[src/rtl/uart_csr_bank.sv]
// rtl/uart_csr_bank.sv - per-channel UART control/status register bank behind a valid/ready request/response bus
//
// Optional feature: define UART_CSR_IRQ_EN to build the interrupt logic and the IRQ_MASK register.
// Without it, irq is tied low, IRQ_MASK reads 0 and writes to it are dropped.
//
// Register map per channel (req_addr[1:0] = offset, upper address bits = channel):
//   0 BAUD     RW  [BAUD_W-1:0]
//   1 CONTROL  RW  [4:0] tx_en, rx_en, par_en, par_odd, stop2; [7:5] read 0
//   2 STATUS   [0] busy (live), [1] free (live), [2] perr_sticky (W1C), [15:8] perr_cnt
//   3 IRQ_MASK RW  [2:0] perr_sticky, busy fall, free rise
//
// Ports:
//   clk, rst_n                    clock, asynchronous active-low reset
//   req_valid/req_ready/req_we    request handshake and direction
//   req_addr, req_wdata           register address and write data
//   rsp_valid/rsp_ready           response handshake
//   rsp_rdata, rsp_err            read data (0 for writes/errors), access error
//   baud_rate, control            per-channel configuration outputs
//   busy, free, parity_error      per-channel status inputs
//   irq                           registered interrupt
module uart_csr_bank #(
  parameter int N_CH     = 4,
  parameter int BAUD_W   = 16,
  parameter int BAUD_RST = 868,
  localparam int ADDR_W  = $clog2(N_CH) + 2
) (
  input  logic                     clk,
  input  logic                     rst_n,
  input  logic                     req_valid,
  output logic                     req_ready,
  input  logic                     req_we,
  input  logic [ADDR_W-1:0]        req_addr,
  input  logic [31:0]              req_wdata,
  output logic                     rsp_valid,
  input  logic                     rsp_ready,
  output logic [31:0]              rsp_rdata,
  output logic                     rsp_err,
  output logic [N_CH*BAUD_W-1:0]   baud_rate,
  output logic [N_CH*8-1:0]        control,
  input  logic [N_CH-1:0]          busy,
  input  logic [N_CH-1:0]          free,
  input  logic [N_CH-1:0]          parity_error,
  output logic                     irq
);

  typedef enum logic {S_IDLE, S_RESP} state_t;

  state_t              state_q, state_d;
  logic [31:0]         rdata_q, rdata_d;
  logic                err_q, err_d;

  logic [BAUD_W-1:0]   baud_q [N_CH];
  logic [BAUD_W-1:0]   baud_d [N_CH];
  logic [4:0]          ctrl_q [N_CH];
  logic [4:0]          ctrl_d [N_CH];
  logic [7:0]          cnt_q  [N_CH];
  logic [7:0]          cnt_d  [N_CH];
  logic [N_CH-1:0]     sticky_q, sticky_d;
  logic [N_CH-1:0]     perr_prev_q;

  logic                accept;
  logic [ADDR_W-1:0]   ch_sel;
  logic [1:0]          off;
  logic [N_CH-1:0]     hit;
  logic [N_CH-1:0]     w1c;
  logic [N_CH-1:0]     perr_rise;
  logic [31:0]         rd_val;
  logic                unused_wdata;

  assign unused_wdata = ^req_wdata;

  assign accept = req_valid && (state_q == S_IDLE);
  assign ch_sel = req_addr >> 2;
  assign off    = req_addr[1:0];

  // One-hot channel decode; an out-of-range channel leaves hit all-zero,
  // which is what flags the error and blocks every state update.
  always_comb begin
    hit = '0;
    for (int i = 0; i < N_CH; i++) begin
      hit[i] = (ch_sel == ADDR_W'(i));
    end
  end

`ifdef UART_CSR_IRQ_EN
  logic [2:0]      mask_q [N_CH];
  logic [2:0]      mask_d [N_CH];
  logic [N_CH-1:0] busy_prev_q, free_prev_q;
  logic [N_CH-1:0] evt_q, evt_d;
  logic            irq_q, irq_d;

  // Busy-fall and free-rise pulses are masked at the moment they happen and
  // latched into one sticky event bit per channel; W1C of STATUS[2] clears it,
  // but a pulse in the same cycle wins.
  always_comb begin
    irq_d = 1'b0;
    for (int i = 0; i < N_CH; i++) begin
      mask_d[i] = mask_q[i];
      if (accept && req_we && hit[i] && off == 2'd3) begin
        mask_d[i] = req_wdata[2:0];
      end
      if ((mask_q[i][1] && busy_prev_q[i] && !busy[i]) ||
          (mask_q[i][2] && free[i] && !free_prev_q[i])) begin
        evt_d[i] = 1'b1;
      end else if (w1c[i]) begin
        evt_d[i] = 1'b0;
      end else begin
        evt_d[i] = evt_q[i];
      end
      // Built from next-state so irq moves on the same edge as the sticky bits.
      irq_d = irq_d | (mask_d[i][0] & sticky_d[i]) | evt_d[i];
    end
  end

  always_ff @(posedge clk or negedge rst_n) begin
    if (!rst_n) begin
      for (int i = 0; i < N_CH; i++) begin
        mask_q[i] <= '0;
      end
      busy_prev_q <= '0;
      free_prev_q <= '0;
      evt_q       <= '0;
      irq_q       <= 1'b0;
    end else begin
      for (int i = 0; i < N_CH; i++) begin
        mask_q[i] <= mask_d[i];
      end
      busy_prev_q <= busy;
      free_prev_q <= free;
      evt_q       <= evt_d;
      irq_q       <= irq_d;
    end
  end

  assign irq = irq_q;
`else
  assign irq = 1'b0;
`endif

  // Read mux on the current register contents; sampled only on the accept edge.
  always_comb begin
    rd_val = '0;
    for (int i = 0; i < N_CH; i++) begin
      if (hit[i]) begin
        case (off)
          2'd0: rd_val[BAUD_W-1:0] = baud_q[i];
          2'd1: rd_val[4:0]        = ctrl_q[i];
          2'd2: begin
            rd_val[0]    = busy[i];
            rd_val[1]    = free[i];
            rd_val[2]    = sticky_q[i];
            rd_val[15:8] = cnt_q[i];
          end
          default: begin
`ifdef UART_CSR_IRQ_EN
            rd_val[2:0] = mask_q[i];
`endif
          end
        endcase
      end
    end
  end

  always_comb begin
    for (int i = 0; i < N_CH; i++) begin
      baud_d[i]    = baud_q[i];
      ctrl_d[i]    = ctrl_q[i];
      w1c[i]       = accept && req_we && hit[i] && off == 2'd2 && req_wdata[2];
      perr_rise[i] = parity_error[i] && !perr_prev_q[i];
      if (accept && req_we && hit[i] && off == 2'd0) begin
        baud_d[i] = req_wdata[BAUD_W-1:0];
      end
      if (accept && req_we && hit[i] && off == 2'd1) begin
        ctrl_d[i] = req_wdata[4:0];
      end
      // Rising edge beats a simultaneous W1C: the clear happens first and the
      // new edge is then counted, leaving sticky=1, cnt=1.
      if (perr_rise[i]) begin
        sticky_d[i] = 1'b1;
        if (w1c[i]) begin
          cnt_d[i] = 8'd1;
        end else if (cnt_q[i] == 8'hFF) begin
          cnt_d[i] = cnt_q[i];
        end else begin
          cnt_d[i] = cnt_q[i] + 8'd1;
        end
      end else if (w1c[i]) begin
        sticky_d[i] = 1'b0;
        cnt_d[i]    = 8'd0;
      end else begin
        sticky_d[i] = sticky_q[i];
        cnt_d[i]    = cnt_q[i];
      end
    end
  end

  always_comb begin
    state_d   = state_q;
    rdata_d   = rdata_q;
    err_d     = err_q;
    req_ready = (state_q == S_IDLE);
    rsp_valid = (state_q == S_RESP);
    case (state_q)
      S_IDLE: begin
        if (req_valid) begin
          state_d = S_RESP;
          err_d   = ~|hit;
          rdata_d = (req_we || ~|hit) ? 32'd0 : rd_val;
        end
      end
      S_RESP: begin
        if (rsp_ready) begin
          state_d = S_IDLE;
        end
      end
      default: state_d = S_IDLE;
    endcase
  end

  always_ff @(posedge clk or negedge rst_n) begin
    if (!rst_n) begin
      state_q     <= S_IDLE;
      rdata_q     <= '0;
      err_q       <= 1'b0;
      sticky_q    <= '0;
      perr_prev_q <= '0;
      for (int i = 0; i < N_CH; i++) begin
        baud_q[i] <= BAUD_W'(BAUD_RST);
        ctrl_q[i] <= '0;
        cnt_q[i]  <= '0;
      end
    end else begin
      state_q     <= state_d;
      rdata_q     <= rdata_d;
      err_q       <= err_d;
      sticky_q    <= sticky_d;
      perr_prev_q <= parity_error;
      for (int i = 0; i < N_CH; i++) begin
        baud_q[i] <= baud_d[i];
        ctrl_q[i] <= ctrl_d[i];
        cnt_q[i]  <= cnt_d[i];
      end
    end
  end

  assign rsp_rdata = rdata_q;
  assign rsp_err   = err_q;

  for (genvar g = 0; g < N_CH; g++) begin : g_out
    assign baud_rate[g*BAUD_W +: BAUD_W] = baud_q[g];
    assign control[g*8 +: 8]             = {3'b000, ctrl_q[g]};
  end

endmodule

[config.mk]
export PLATFORM = sky130hd
export DESIGN_NAME = uart_csr_bank
export DESIGN_NICKNAME = d
export VERILOG_FILES = /design/src/rtl/uart_csr_bank.sv
export SDC_FILE = /design/constraint.sdc
export NUM_CORES = 1
export LEC_CHECK = 0
export CAP_MARGIN = 15
export CORE_ASPECT_RATIO = 2
export CORE_MARGIN = 1.5
export CORE_UTILIZATION = 40
export CTS_CLUSTER_SIZE = 40
export DETAILED_ROUTE_END_ITERATION = 12
export HOLD_SLACK_MARGIN = 0.08
export PLACE_DENSITY_LB_ADDON = 0.15
export REMOVE_ABC_BUFFERS = 1
export SYNTH_ARGS = -nofsm -noshare
export SYNTH_HDL_FRONTEND = slang
export SYNTH_SLANG_ARGS = --single-unit
[constraint.sdc]
create_clock -name clk -period 3.65 [get_ports clk]
set_clock_uncertainty 0.2 [all_clocks]
set_input_delay 0.73 -clock clk [delete_from_list [all_inputs] [get_ports clk]]
set_output_delay 0.73 -clock clk [all_outputs]
set_load 0.01 [all_outputs]
# [Yosys cells after proc, flatten, opt, wreduce, memory -nomap -nowiden]
# Index checks and enable logic that the tools add are counted.
[op_classes] reduce_logical=44 eq_ne=13 bitwise=1 n_addsub=4 muxes=48
[op_table] operator="8-bit 2-to-1 mux" n=16
[op_table] operator="16-bit 2-to-1 mux" n=5
[op_table] operator="8-bit case mux with 2 select lines" n=4
[op_table] operator="3-bit case mux with 3 select lines" n=4
[op_table] operator="8-bit by 1-bit adder with 8-bit output (second input constant)" n=4
[op_table] operator="8-bit equality test (second input constant)" n=4
[op_table] operator="1-bit logical AND" n=26
[op_table] operator="2-bit case mux with 2 select lines" n=4
[op_table] operator="3-bit 2-to-1 mux" n=4
[op_table] operator="1-bit 2-to-1 mux" n=10
[op_table] operator="2-bit AND reduction" n=5
[op_table] operator="2-bit != test (second input constant)" n=4
[op_table] operator="2-bit nonzero test" n=4
[op_table] operator="2-bit equality test (second input constant)" n=3
[op_table] operator="1-bit zero test" n=5
[op_table] operator="2-bit by 1-bit equality test with 1-bit output (second input constant)" n=2
[op_table] operator="4-bit zero test" n=1
[op_table] operator="4-bit OR reduction" n=1
[op_table] operator="2-bit zero test" n=1
[op_table] operator="1-bit case mux with 2 select lines" n=1
[op_table] operator="1-bit logical OR" n=1
[op_table] operator="1-bit inverter" n=1
[totals] inputBits=53 register_bits=158 output_inout_bits=132 word_cells=130

# [Longest topological paths before layout]
[logic_depth] ltp_word=10 depth_mapped=7 mapped_depth_nobuf=5

# [Worst setup path before layout]
# No wires, ideal clock.
[synth_timing] path_type="input-to-reg" startpoint="in req_addr[0]" endpoint="reg ctrl_q (netlist bit control[10])" setup_slack_ns=1.210 arrival_time_ns=2.116 n_path_buf=1 setup_time_ns=0.125 stages=5 required_time_ns=3.325 path_cell_list="buf_4 > inv_1 > or4_1 > nor2_1 > mux2_2"
[synth_via] elab_chain_len=2
[synth_lines] element="from (decl)" line_no="32" rtl="input logic [ADDR_W-1:0] req_addr,"
[synth_lines] element="2-bit by 1-bit equality test with 1-bit output" line_no="173" rtl="if (accept && req_we && hit[i] && off == 2'd1) begin"
[synth_lines] element="1-bit logical AND" line_no="173"
[synth_lines] element="to (signal, indexed assignment)" line_no="240" rtl="ctrl_q[i] <= ctrl_d[i];"
[synth_lines] element="to (decl)" line_no="54" rtl="logic [4:0] ctrl_q [N_CH];"
# No other way between the ends.
# A chain may end at the register's enable or synchronous reset.

# [Worst setup path after layout]
[layout_timing] startpoint="in req_addr[0]" endpoint="reg ctrl_q (netlist bit control[3])"
# Same word-level chain as after synthesis.

==> run_results.csv <==
group,metric,value,unit
synthesis,syn_inst,600,
clock_tree,htree_levels,4,
synthesis,yosysSeqAreaShare,49.5,%
clock_tree,clkLatencyLatePin,420,ps
grt,antenna_found_initial,3,
grt,grt_usage,22.9,%
sta,rsz0062_at_grt,"false",
sta,period_share,74.7,%
layout,final_layout_size_suffix_gt1_share,25.6,%
die,core,17700,um^2
grt,grt_overflow,0,
synthesis,synth_top_area_share,42.3,%
clock_tree,cts_tree,"yes",
clock_tree,clkTransAtPathRegs,60,ps
synthesis,syn_area,7230,um^2
run_status,status,"complete, no violations",
power,internal_power,0.00370,W
sta,finalCriticalPeriod,2730,ps
routing,drc_errors,0,
synthesis,postSynthAreaPerCell,12.0,um^2
synthesis,yosys_warnings,0,
flow_run,cap_violations,0,
sta,setup-violations-final,0,
min_path,hp-class,"in2async",
grt,grt_pass1_wl,32800,um
die,die-area,18900,um^2
setup_path,start_kind,"primary input",
synthesis,synth.distinct_cells,62,
layout,syn_to_final_growth,30.5,%
routing,dr.pass1.iters,4,
clock_tree,clock_path_buffers,2,
power,ir_worst_vdd,0.000407,V
grt,first_global_vias,5784,
die,die_w,98.0,um
sta,tns,0,ps
layout,layout.nets,806,
power,combPwrFrac,23.2,%
power,seqPwrFrac,42.3,%
power,leakagePower,4.06,nW
sta,worst_pin_slew,703,ps
clock_tree,cts_root_buffer,"clkbuf_16",
power,power_density,557,nW/um^2
power,p_sw,0.00155,W
sta,fmax,0.367,GHz
clock_tree,post_cts_buffers,0,
clock_tree,post_cts_resized,0,
power,switching_share,29.5,%
setup_path,end_kind,"register",
layout,finalNonFillerCells,977,
synthesis,synth_top_cell_by_area,"dfrtp_1",
die,num_rows,69,
setup_path,cp_max_fo,6,
die,die_h,193,um
clock_tree,postCtsHoldBufs,0,
synthesis,ys_top_cells_by_area,"dfrtp_1, mux2_2, dfstp_2",
clock_tree,cts_sinks,142,
routing,ant_nets,0,
synthesis,ys_seq_elements,142,
setup_path,crit_required,3760,ps
routing,drt-total-wl,20900,um
synthesis,synth_edf_count,0,
power,p_clk_share,34.5,%
sta,finalHoldViolCount,0,
placement,place.gp.congestion,0.860,
synthesis,yosys_most_used_dff,"dfrtp_1",
routing,wl_per_cell,21.4,um
routing,routed_via_density,5.64,
sta,max_slew_margin,53.1,%
sta,slew_viol_final,0,
clock_tree,cts_buffers,17,
routing,drt_iter0_drc,209,
die,start_util,40.8,%
die,num_io_pins,185,
grt,grt_max_degree,74,
synthesis,synth-async-reset-ratio,100,%
placement,port_buffers,139,
setup_path,critPathKind,"in2reg",
setup_path,arrival,2830,ps
placement,dp_hpwl,15500,um
routing,vias,5509,
placement,dpl.cell_count,943,
stage by stage:
stage               utilization [%]  worst slack [ps]  hold slack [ps]  cell area, um^2  power, W
floorplan                         -              1260              234             6970   0.00275
global placement               49.8               514              262             8810   0.00342
detailed placement             49.8               490              265             8810   0.00347
CTS                            53.3               938              145             9430   0.00530
global route                   53.3               834              156             9430   0.00550
finish                         53.3               924              107             9430   0.00525
state kept, by name (all words and copies together) (netlist names):
name	flops
control	20
baud_rate	64
rsp_valid	1
cnt_q	32
perr_prev_q	4
rsp_rdata	16
sticky_q	4
rsp_err	1
cells in the final DEF (no fill, tap or decap), drive strengths merged, types with 6 or more instances in the layout:
cell type / synthesis / final
a21oi: 18 / 18
dfrtp: 122 / 122
mux4: 12 / 12
and3: 6 / 6
nor2b: 7 / 7
nand3: 16 / 16
clkbuf: 12 / 20
xor2: 6 / 6
clkdlybuf4s50: 0 / 137
conb: 1 / 29
and2: 7 / 7
inv: 6 / 9
dfstp: 20 / 20
nand4: 7 / 7
o211ai: 10 / 10
nor2: 27 / 27
nor3: 12 / 12
a211oi: 7 / 7
o221ai: 13 / 13
mux2: 96 / 96
or3: 6 / 6
mux2i: 20 / 20
buf: 43 / 20
o21ai: 12 / 12
nand2: 45 / 45
nand2b: 12 / 12
cell type report:
type	instances	area, um^2
Inverter	6	22.5
Sequential cell	142	3580
Tap cell	213	267
Clock buffer	20	457
Multi-Input combinational cell	425	3370
Clock inverter	12	159
Timing Repair Buffer	157	1570
Antenna cell	2	5.00
Fill cell	1515	8270
cells in the mapped netlist, drive strengths merged (4+ instances only):
library cell	number
a211oi	7
a21oi	18
a31oi	4
and2	7
and3	6
buf	43
clkbuf	12
dfrtp	122
dfstp	20
ha	4
inv	6
mux2	96
mux2i	20
mux4	12
nand2	45
nand2b	12
nand3	16
nand4	7
nor2	27
nor2b	7
nor3	12
o211ai	10
o21ai	12
o221ai	13
or3	6
xor2	6
final timing paths:
path                              from            end  slack [ps]  cells past startpoint
setup / recovery           req_addr[0]     control[3]         920                      5
hold / removal                   rst_n   baud_rate[7]         110                      1
setup reg to reg             rsp_valid  baud_rate[17]        1320                      4
hold reg to reg            sticky_q[3]    sticky_q[3]         280                      1
max in group asynchronous        rst_n  baud_rate[40]        2230                      2
min in group clk           sticky_q[3]    sticky_q[3]         280                      1
logic make-up (layout without fill, tap and decap cells):
kind of cell	count (synthesis)	in the layout	share of synthesized area, %
DFF	142	142	49.5
AOI/OAI and AO/OA	91	91	8.94
muxes	128	128	22.0
xor gates and xnor gates	8	8	0.970
and+or+nand+nor	165	165	12.6
adders and majority gates	4	4	0.693
other	1	31	0.0519
buffers and inverters	61	195	5.26
routing by layer:
metal  wire length, um  vias up  global-route usage (%)
met1              7640     2777                    25.0
met5                 0        -                       0
met2             11600      218                    41.5
li1                  -     2471                       -
met4               850        0                    12.0
met3               901       43                    4.76
power groups by stage:
stage / registers, W / clock network, W / logic (W)
floorplan: 0.00222 / 0 / 0.000532
global placement: 0.00223 / 0 / 0.00120
detailed placement: 0.00225 / 0 / 0.00123
CTS: 0.00222 / 0.00185 / 0.00123
global route: 0.00226 / 0.00191 / 0.00133
finish: 0.00222 / 0.00181 / 0.00122
critical path, cell delays in order:
cell	delay, ps
clkdlybuf4s50_1	570
inv_1	80
or4_1	590
nor3_2	460
mux2_2	400
Power figures use the tool's default switching activity.
==> RTL edit (config.mk and constraints unchanged) <==
The parameter `BAUD_RST` goes from 868 to 512.
--- a/src/rtl/uart_csr_bank.sv
+++ b/src/rtl/uart_csr_bank.sv
@@ -22,5 +22,5 @@
   parameter int N_CH     = 4,
   parameter int BAUD_W   = 16,
-  parameter int BAUD_RST = 868,
+  parameter int BAUD_RST = 512,
   localparam int ADDR_W  = $clog2(N_CH) + 2
 ) (
Formal check against the unedited RTL: not equivalent (Yosys sat finds a counterexample within 4 cycles, from zero or initial values and one cycle with rst_n low).
==> RTL edit against the unedited design <==
Area after synthesis decreased by 0.28%; total power increased by 1.6%; routed wire length increased by 2.2%; global-route usage about the same; final area decreased by 0.28%; via count increased by 0.85%; sequential cell count unchanged; worst hold slack got worse by 0.026 ns; setup slack got worse by 0.041 ns; count of clock-buffer cells in the layout unchanged; critical path depth decreased by 1; critical path type unchanged; critical endpoint is now baud_rate[62]; highest routed layer unchanged.
==> RTL edit: results (changes against the unedited design) <==
[global_route]
antenna_found_initial=1  ; was 3
grt_max_degree=61  ; was 74
grt_pass1_vias=5881  ; was 5784
track_usage_pct=22.9  ; about the same

[clock_network]
cts-hold-fix-buffers=0  ; unchanged
insertion_delay_ns=0.42  ; about the same
cts_setup_buffers=0  ; unchanged

[place]
gp_congestion=0.819  ; was 0.860
hpwl_um=15600  ; was 15500 um

[route]
dr.pass1.iters=5  ; was 4
wire_per_inst_um=22.0  ; was 21.4 um

[logic_synthesis]
ys_top_cells_by_area=dfrtp_1 48%, mux2_2 13%, mux4_2 3.8%  ; was dfrtp_1 42%, mux2_2 13%, dfstp_2 7.3%
synth-compound-area-share_pct=8.96  ; was 8.94%
synth_adder_area_share_pct=0.695  ; was 0.693%
muxShareOfSynthArea_pct=22.1  ; was 22.0%
ys_seq_area_share_pct=49.4  ; was 49.5%
synthTopCellsByCount=138 x dfrtp_1, 86 x mux2_2, 44 x nand2_1, 33 x buf_4, 24 x nor2_1  ; was 122 x dfrtp_1, 86 x mux2_2, 44 x nand2_1, 33 x buf_4, 24 x nor2_1
yosys.area_share.xor_xnor_pct=0.972  ; was 0.970%

[cells_and_area]
drive_gt1_share_pct=23.3  ; was 25.6%

[outcome]
status=completed  ; unchanged

[power]
ir_worst_vdd_mv=0.431  ; was 0.407 mV
power.leakage_uw=0.00411  ; was 0.00406 uW
p_switching_uw=1550  ; about the same

[sta]
max_slew_margin_pct=54.7  ; was 53.1%

[critical_path]
critPathMaxFanout=16  ; was 6
crit_arrival_ns=2.87  ; was 2.83 ns

-- RTL edit: path summary, 6_finish.rpt --
kind | start | endpoint | slack [ns] | depth (start not counted)
setup / recovery | req_addr[2] | baud_rate[62] | 0.88 | 4
hold / removal | rst_n | rsp_err | 0.08 | 1
setup reg to reg | rsp_valid | baud_rate[62] | 1.22 | 3
hold reg to reg | sticky_q[0] | sticky_q[0] | 0.28 | 1
max in group asynchronous | rst_n | cnt_q[23] | 2.41 | 2
min in group clk | sticky_q[0] | sticky_q[0] | 0.28 | 1
-- RTL edit: power by group through the flow --
stage | registers (uW) | logic (uW) | clock network [uW]
3_3_place_gp | 2210 | 1190 | 0
6_report | 2210 | 1220 | 1900
3_5_place_dp | 2230 | 1220 | 0
4_1_cts | 2210 | 1230 | 1940
2_1_floorplan | 2190 | 531 | 0
5_1_grt | 2250 | 1310 | 1990
-- RTL edit: critical path: stages --
cell	delay [ns]
clkdlybuf4s50_1	0.75
nand2_1	0.35
nor2_4	0.62
mux2_2	0.41
-- RTL edit: layout make-up --
type / instances / area, sq um
Fill cell: 1497 / 8290
Sequential cell: 142 / 3560
Multi-Input combinational cell: 425 / 3370
Timing Repair Buffer: 157 / 1550
Clock buffer: 20 / 447
Tap cell: 213 / 267
Clock inverter: 11 / 190
Inverter: 6 / 22.5
Antenna cell: 1 / 2.50
-- RTL edit: cell families (layout without fill, tap and decap cells) --
family,after synthesis,count (layout)
xor gates and xnor gates,8,8
DFF,142,142
buffers and inverters,61,194
other,1,30
muxes,128,128
adders and majority gates,4,4
and+or+nand+nor,165,165
AOI/OAI and AO/OA,91,91
-- RTL edit: routing by layer --
layer  vias up  global-route usage (%)  part of all wire, %
met2       204                    41.5                   54
met3        48                    3.62                  3.5
met5         -                       0                    0
met4         0                    13.2                  4.6
met1      2832                    25.1                   37
li1       2472                       -                    -
-- RTL edit: stage by stage --
stage	cells	instance area, sq um	util [%]	power, uW
detailed placement	943	8770	49.5	3450
floorplan	573	6950	-	2720
CTS	974	9400	53.1	5370
global placement	943	8770	49.5	3410
finish	975	9410	53.1	5330
global route	975	9410	53.1	5550
